$ cat config.mk
export PLATFORM = sky130hd
export DESIGN_NAME = channel_impair
export DESIGN_NICKNAME = d
export VERILOG_FILES = /design/src/rtl/channel_impair.sv
export SDC_FILE = /design/constraint.sdc
export NUM_CORES = 1
export LEC_CHECK = 0
export BUFFER_PORTS_ARGS = -buffer_cell sky130_fd_sc_hd__buf_2
export CAP_MARGIN = 10
export CORE_MARGIN = 2
export CORE_UTILIZATION = 60
export CTS_CLUSTER_DIAMETER = 150
export DETAILED_ROUTE_END_ITERATION = 16
export PLACE_DENSITY_LB_ADDON = 0.3
export SYNTH_ARGS = -nofsm -noshare
export SYNTH_HDL_FRONTEND = slang
export SYNTH_SLANG_ARGS = --single-unit
export TNS_END_PERCENT = 50
$ cat constraint.sdc
create_clock -name clk -period 8.7 [get_ports clk]
set_input_delay 1.74 -clock clk [delete_from_list [all_inputs] [get_ports clk]]
set_output_delay 1.74 -clock clk [all_outputs]
set_load 0.005 [all_outputs]
$ cat src/rtl/channel_impair.sv
`default_nettype none
// ============================================================================
//  Module   : channel_impair
//  Brief    : Fixed-latency link channel model with LFSR-driven error injection
//             (bit flips, inverted bursts, erasures) and a corrupted-word count.
//  Revision : 1.0 - initial release
// ============================================================================
module channel_impair #(
    parameter int unsigned DATA_W    = 8,
    parameter int unsigned DELAY     = 4,
    parameter int unsigned BURST_LEN = 4,
    parameter logic [31:0] LFSR_SEED = 32'hACE12468,
    parameter int unsigned CNT_W     = 16
) (
    input  logic              clk,
    input  logic              rst_n,
    input  logic              en,
    input  logic [1:0]        mode,
    input  logic [7:0]        err_thresh,
    input  logic              force_err,
    input  logic              clr_cnt,
    input  logic              valid_i,
    input  logic [DATA_W-1:0] data_i,
    output logic              valid_o,
    output logic [DATA_W-1:0] data_o,
    output logic              err_flag_o,
    output logic [CNT_W-1:0]  err_cnt_o
);

    localparam int unsigned     c_bc_w       = (BURST_LEN > 1) ? $clog2(BURST_LEN) : 1;
    localparam logic [c_bc_w-1:0] c_burst_load = c_bc_w'(BURST_LEN - 1);
    localparam logic [31:0]     c_poly       = 32'h8020_0003;
    localparam logic [1:0]      c_mode_clean = 2'd0;
    localparam logic [1:0]      c_mode_flip  = 2'd1;
    localparam logic [1:0]      c_mode_burst = 2'd2;
    localparam logic [1:0]      c_mode_erase = 2'd3;

    logic [31:0]       r_lfsr;
    logic [c_bc_w-1:0] r_burst;
    logic              r_valid [DELAY];
    logic [DATA_W-1:0] r_data  [DELAY];
    logic              r_flag  [DELAY];
    logic [CNT_W-1:0]  r_err_cnt;

    logic              w_event;
    logic [31:0]       w_bit_idx;
    logic [DATA_W-1:0] w_flip_mask;
    logic [DATA_W-1:0] w_data;
    logic              w_flag;
    logic [c_bc_w-1:0] w_burst_nxt;
    logic [31:0]       w_lfsr_nxt;

    assign w_event     = valid_i & en & (force_err | (r_lfsr[7:0] < err_thresh));
    assign w_bit_idx   = {24'd0, r_lfsr[15:8]} % DATA_W;
    assign w_flip_mask = DATA_W'(1) << w_bit_idx;
    // Right-shifting Galois form of x^32+x^22+x^2+x+1
    assign w_lfsr_nxt  = (r_lfsr >> 1) ^ (r_lfsr[0] ? c_poly : 32'h0);

    always_comb begin
        w_data      = data_i;
        w_flag      = 1'b0;
        w_burst_nxt = '0;
        case (mode)
            c_mode_clean: begin
                w_data = data_i;
            end
            c_mode_flip: begin
                if (w_event) begin
                    w_data = data_i ^ w_flip_mask;
                    w_flag = 1'b1;
                end
            end
            c_mode_burst: begin
                w_burst_nxt = r_burst;
                // An active burst owns the word; new events are ignored until it drains
                if (valid_i && (r_burst != '0)) begin
                    w_data      = ~data_i;
                    w_flag      = 1'b1;
                    w_burst_nxt = r_burst - c_bc_w'(1);
                end else if (w_event) begin
                    w_data      = ~data_i;
                    w_flag      = 1'b1;
                    w_burst_nxt = c_burst_load;
                end
            end
            c_mode_erase: begin
                if (w_event) begin
                    w_data = '0;
                    w_flag = 1'b1;
                end
            end
            default: begin
                w_data = data_i;
            end
        endcase
    end

    always_ff @(posedge clk or negedge rst_n) begin
        if (!rst_n) begin
            r_lfsr     <= LFSR_SEED;
            r_burst    <= '0;
            r_valid[0] <= 1'b0;
            r_data[0]  <= '0;
            r_flag[0]  <= 1'b0;
        end else if (en) begin
            r_lfsr     <= w_lfsr_nxt;
            r_burst    <= w_burst_nxt;
            r_valid[0] <= valid_i;
            r_data[0]  <= w_data;
            r_flag[0]  <= w_flag;
        end
    end

    for (genvar i = 1; i < DELAY; i++) begin : g_stage
        always_ff @(posedge clk or negedge rst_n) begin
            if (!rst_n) begin
                r_valid[i] <= 1'b0;
                r_data[i]  <= '0;
                r_flag[i]  <= 1'b0;
            end else if (en) begin
                r_valid[i] <= r_valid[i-1];
                r_data[i]  <= r_data[i-1];
                r_flag[i]  <= r_flag[i-1];
            end
        end
    end

    assign valid_o    = r_valid[DELAY-1] & en;
    assign data_o     = r_data[DELAY-1];
    assign err_flag_o = r_flag[DELAY-1];
    assign err_cnt_o  = r_err_cnt;

    always_ff @(posedge clk or negedge rst_n) begin
        if (!rst_n) begin
            r_err_cnt <= '0;
        end else if (clr_cnt) begin
            r_err_cnt <= '0;
        end else if (valid_o && err_flag_o && (r_err_cnt != '1)) begin
            r_err_cnt <= r_err_cnt + CNT_W'(1);
        end
    end

endmodule
`default_nettype wire
# --- Word-level counts from Yosys, hierarchy flattened ---
# Cells that the tools add are included.
totals:
  register_bits: 90
  in_bits: 24
  out_inout_bits: 26
  word_cells: 53
op_classes:
  n_addsub: 2
  magnitude_cmp: 1
  n_eq_ne: 5
  n_shift: 1
  mux: 14
  n_bitwise: 7
  n_reduce_logical: 8
ops:
  columns: ["op", "count"]
  rows:
  - ["2-to-1 mux 16 bit", 2]
  - ["2-to-1 mux 32 bit", 1]
  - ["2-to-1 mux 8 bit", 4]
  - ["case mux 8 bit (4 select lines)", 1]
  - ["bitwise XOR 31 x 32 -> 32 bit", 1]
  - ["adder 16 x 1 -> 16 bit (second input constant)", 1]
  - ["inequality test 16 bit (second input constant)", 1]
  - ["< comparator 8 bit", 1]
  - ["NOT 8 bit", 1]
  - ["left shift 1 x 3 -> 8 bit (first input constant)", 1]
  - ["bitwise XOR 8 bit", 1]
  - ["2-to-1 mux 2 bit", 3]
  - ["equality test 2 bit (second input constant)", 2]
  - ["nonzero test 2 bit", 2]
  - ["bitwise AND 1 bit", 3]
  - ["logical AND 1 bit", 3]
  - ["inequality test 3 bit (second input constant)", 1]
  - ["equality test 2 x 1 -> 1 bit (second input constant)", 1]
  - ["logical NOT 2 bit", 1]
  - ["2-to-1 mux 1 bit", 2]
  - ["case mux 1 bit (2 select lines)", 1]
  - ["AND reduction 2 bit", 1]
  - ["OR reduction 2 bit", 1]
  - ["subtractor 2 x 1 -> 2 bit (second input constant)", 1]
  - ["bitwise OR 1 bit", 1]

# --- Logic depth before layout (Yosys ltp) ---
depth:
  ltp_word: 6
  depth_mapped: 14
  mapped_depth_nobuf: 12

# --- Worst setup path before layout ---
# OpenSTA, ideal clock, no wires.
synth_timing:
  kind: "input-to-output"
  from: "in en"
  to: "out valid_o"
  arrival_ps: 2782
  t_required_ps: 6960
  slack_ps: 4178
  stages: 4
  n_path_buf: 3
  path_cell_list: "clkbuf_1 > buf_1 > clkbuf_1 > and2_1"
synth_between:
  elab_chain_cells: 1
synth_rtl:
  columns: ["element", "line", "source"]
  rows:
  - ["from (decl)", "17", "input logic en,"]
  - ["bitwise AND 1 bit", "128", "assign valid_o = r_valid[DELAY-1] & en;"]
  - ["to (decl)", "24", "output logic valid_o,"]
# Every way passes these cells.

# --- Worst setup path in the final report ---
layout_timing:
  from: "in err_thresh[2]"
  to: "reg r_data[27] (netlist name)"
layout_between:
  elab_chain_cells: 6
  word_cells_on_any_way: 8
  cone_classes: "order compare (1); mux (5); bitwise (2)"
layout_rtl:
  columns: ["element", "line", "source"]
  rows:
  - ["from (decl)", "19", "input logic [7:0] err_thresh,"]
  - ["< comparator 8 bit (*)", "53", "assign w_event = valid_i & en & (force_err | (r_lfsr[7:0] < err_thresh));"]
  - ["bitwise OR 1 bit (*)", "53", null]
  - ["bitwise AND 1 bit (*)", "53", null]
  - ["2-to-1 mux 8 bit", "80", "end else if (w_event) begin"]
  - ["2-to-1 mux 8 bit", "76", "if (valid_i && (r_burst != '0)) begin"]
  - ["case mux 8 bit (4 select lines) (*)", "63", "case (mode)"]
  - ["to (decl)", "41", "logic [DATA_W-1:0] r_data [DELAY];"]
# Mark *: on every way between the ends. The rest lies on a longest branch, timed or not.
# A chain may end at the register's enable or synchronous reset.

==> metrics.cfg <==
[status]
status=finished clean

[worst_setup_path]
required_ns=8.90
worstPathArrival_ns=4.61
reg2reg_from=r_lfsr[0]
cp.buffers_inverters=2
crit_chain=buf_2 > inv_1 > ha_1 > o21a_1 > o21ai_0 > nor3_1 > or4_1 > ha_1 > mux2i_1 > mux2i_1 > nor2_1 > a311oi_1 > o211ai_1
critPathMaxFanout=26
regToRegSetupSlack_ns=5.37
cp_slowest_stage_delay_ns=0.94
crit_path_top_delay_cell=or4_1
r2r_end=r_data[27]
end_kind=flip-flop
crit_type=input port to flip-flop
start_kind=input port
rr_worst_depth=10
crit_family=simple AND/OR/NAND/NOR gates

[timing]
final.min_clock_period_ns=4.411
max_freq_mhz=226.7
fin_ws_ns=4.289
setup_violations=0
slew_headroom_pct=40.10
setup_tns_ns=0
skew_ns=0.01238
rsz0062_at_grt=false
max_slew.worst_pin.slew_ns=0.8986
whs_ns=0.4928
hold_viol=0
fin_crit_sh_pct=50.70
maxSlewViolCount=0

[clock_network]
htreeDepth=3
clock_tree.root_cell=clkbuf_8
cts_buffers=9
cts_hold_buf=0
clock_latency_ns=0.34
cts_buffer_depth=2
cts_tree=done
clkSlewWorstSetupHoldPaths_ns=0.10
numClockSinks=90
cts_setup_buffers=0
ctsResizeCount=0

[synth]
async_flop_share_pct=100.0
synth_cell_types=41
synth_warnings=0
netlist.area_leader.share_pct=42.93
synth_top_area_cell=dfrtp_1
netlist_instances=386
syn_nets=427
synth-seq-cells=90
synth_area_um2=4488
synth.yosys.seq_area_share_pct=50.54
synth-edff-count=0
ys_top_cells_by_area=dfrtp_1, mux2_2, dfstp_2
synth_area_per_cell_um2=11.63
synth_flop_cell=dfrtp_1

[grt]
grt_pass1_vias=2973
grt_max_degree=75
grt_use_total_pct=20.34
gr-total-overflow=0
antenna_found_initial=0
grt_pass1_wl_mm=13.72

[drt]
drc=0
vias=2963
drtIter0Drc=177
vias_per_cell=5.665
ant_nets=0
routed_wl_mm=7.663
first_pass_iters=4
wl_per_cell_um=14.65

[cells_and_area]
syn_to_final_growth_pct=10.12
diodes=0
fin_nets=460
drive_gt1_share_pct=33.02
fin_cells=523

[place]
post-dp-hpwl_mm=5.255
placed_cells=507
port-buffer-count=49
pre_cts_slack_ns=3.932
routabilityCongestion=0.8581

[floorplan]
die-area_um2=8188
core-area_um2=7253
boundaryPins=50
num_rows=31
initial_core_util_pct=61.88
die_y_um=90.49
fp.dieW_um=90.49

[power]
power_leakage_nw=2.256
irDropWorstVdd_v=0.0001702
power_density_nw_per_um2=241.0

[run]
drv_cap=0

[worst_hold_path]
hp-class=flip-flop to flip-flop
hold_path.startpoint=r_lfsr[21]
hold_end=r_lfsr[21]
hold_depth=2

## metrics by stage
step / total power, W / cell area, um^2 / util (%)
floorplan: 0.0008410 / 4488 / -
global placement: 0.0008939 / 4737 / 65.31
detailed placement: 0.0009149 / 4737 / 65.31
CTS: 0.001205 / 4942 / 68.14
global route: 0.001272 / 4942 / 68.14
finish: 0.001191 / 4942 / 68.14
## where the power goes
part           leakage (nW)  total [W]  switching, W  internal (W)
registers              1.10   0.000635     0.0000779      0.000557
logic                  1.05   0.000267      0.000114      0.000152
clock network         0.104   0.000289      0.000152      0.000137
## cells in the mapped netlist, drive strengths merged (10+ instances only)
cell type / count
buf: 17
clkbuf: 12
dfrtp: 77
dfstp: 13
ha: 17
inv: 14
mux2: 58
mux2i: 17
nand2: 12
nand3: 14
nor2: 27
nor2b: 10
xor2: 10
## routing by layer
| layer | up-vias | wire length (um) | track usage, % |
|---|---|---|---|
| met1 | 1438 | 3695 | 28.64 |
| met4 | 0 | 65 | 7.051 |
| met3 | 6 | 252 | 3.756 |
| met5 | - | 0 | 0 |
| met2 | 62 | 3650 | 31.90 |
| li1 | 1457 | - | - |
## tightest hold or removal path, cell delays in order, from the launching register on
cell,delay [ns]
dfstp_2,0.38
nor2_1,0.08
a21oi_1,0.04
## area by class of cell
class | instances | area [um^2]
Fill cell | 576 | 2311
Timing Repair Buffer | 51 | 265.3
Clock inverter | 6 | 77.57
Inverter | 14 | 52.55
Clock buffer | 10 | 127.6
Multi-Input combinational cell | 253 | 2027
Sequential cell | 90 | 2268
Tap cell | 99 | 123.9
## logic make-up after synthesis
| family | Yosys count | share of synthesized area [%] |
|---|---|---|
| simple gates | 98 | 11.32 |
| flops | 90 | 50.54 |
| mux | 75 | 18.34 |
| compound gates | 47 | 7.639 |
| buf+inv | 43 | 4.293 |
| fa+ha+maj | 17 | 4.739 |
| xor+xnor | 16 | 3.122 |
## how the worst max path moves through the flow
stage                        startpoint    endpoint  slack [ns]  cells after the start
after floorplan                      en     valid_o        4.18                      4
after global placement    err_thresh[1]  r_data[31]        4.03                     12
after detailed placement  err_thresh[2]  r_data[26]        3.93                     13
after CTS                 err_thresh[2]  r_data[26]        4.31                     13
after global routing      err_thresh[2]  r_data[29]        4.03                     13
final                     err_thresh[2]  r_data[27]        4.29                     13
## layout by cell type (no fill, tap or decap), types with 7 or more instances in the layout
master | Yosys | final
a21oi_1 | 9 | 9
buf_2 | 1 | 47
nor2b_1 | 10 | 10
nand2b_1 | 7 | 7
mux2_2 | 58 | 58
o311ai_0 | 7 | 7
nand3_1 | 14 | 14
a311oi_1 | 7 | 7
nor2_1 | 27 | 27
mux2i_1 | 17 | 17
dfstp_2 | 13 | 13
xor2_1 | 10 | 10
dfrtp_1 | 77 | 77
clkbuf_8 | 0 | 9
nand2_1 | 12 | 12
or4_1 | 7 | 7
inv_1 | 14 | 14
ha_1 | 17 | 17
## sequential cells by signal (all words and copies together), names as in the netlist
signal	count
data_o	8
err_cnt_o	16
err_flag_o	1
r_burst	2
r_data	24
r_flag	3
r_lfsr	32
r_valid	4
No activity file was read; power rests on OpenSTA's default activity.
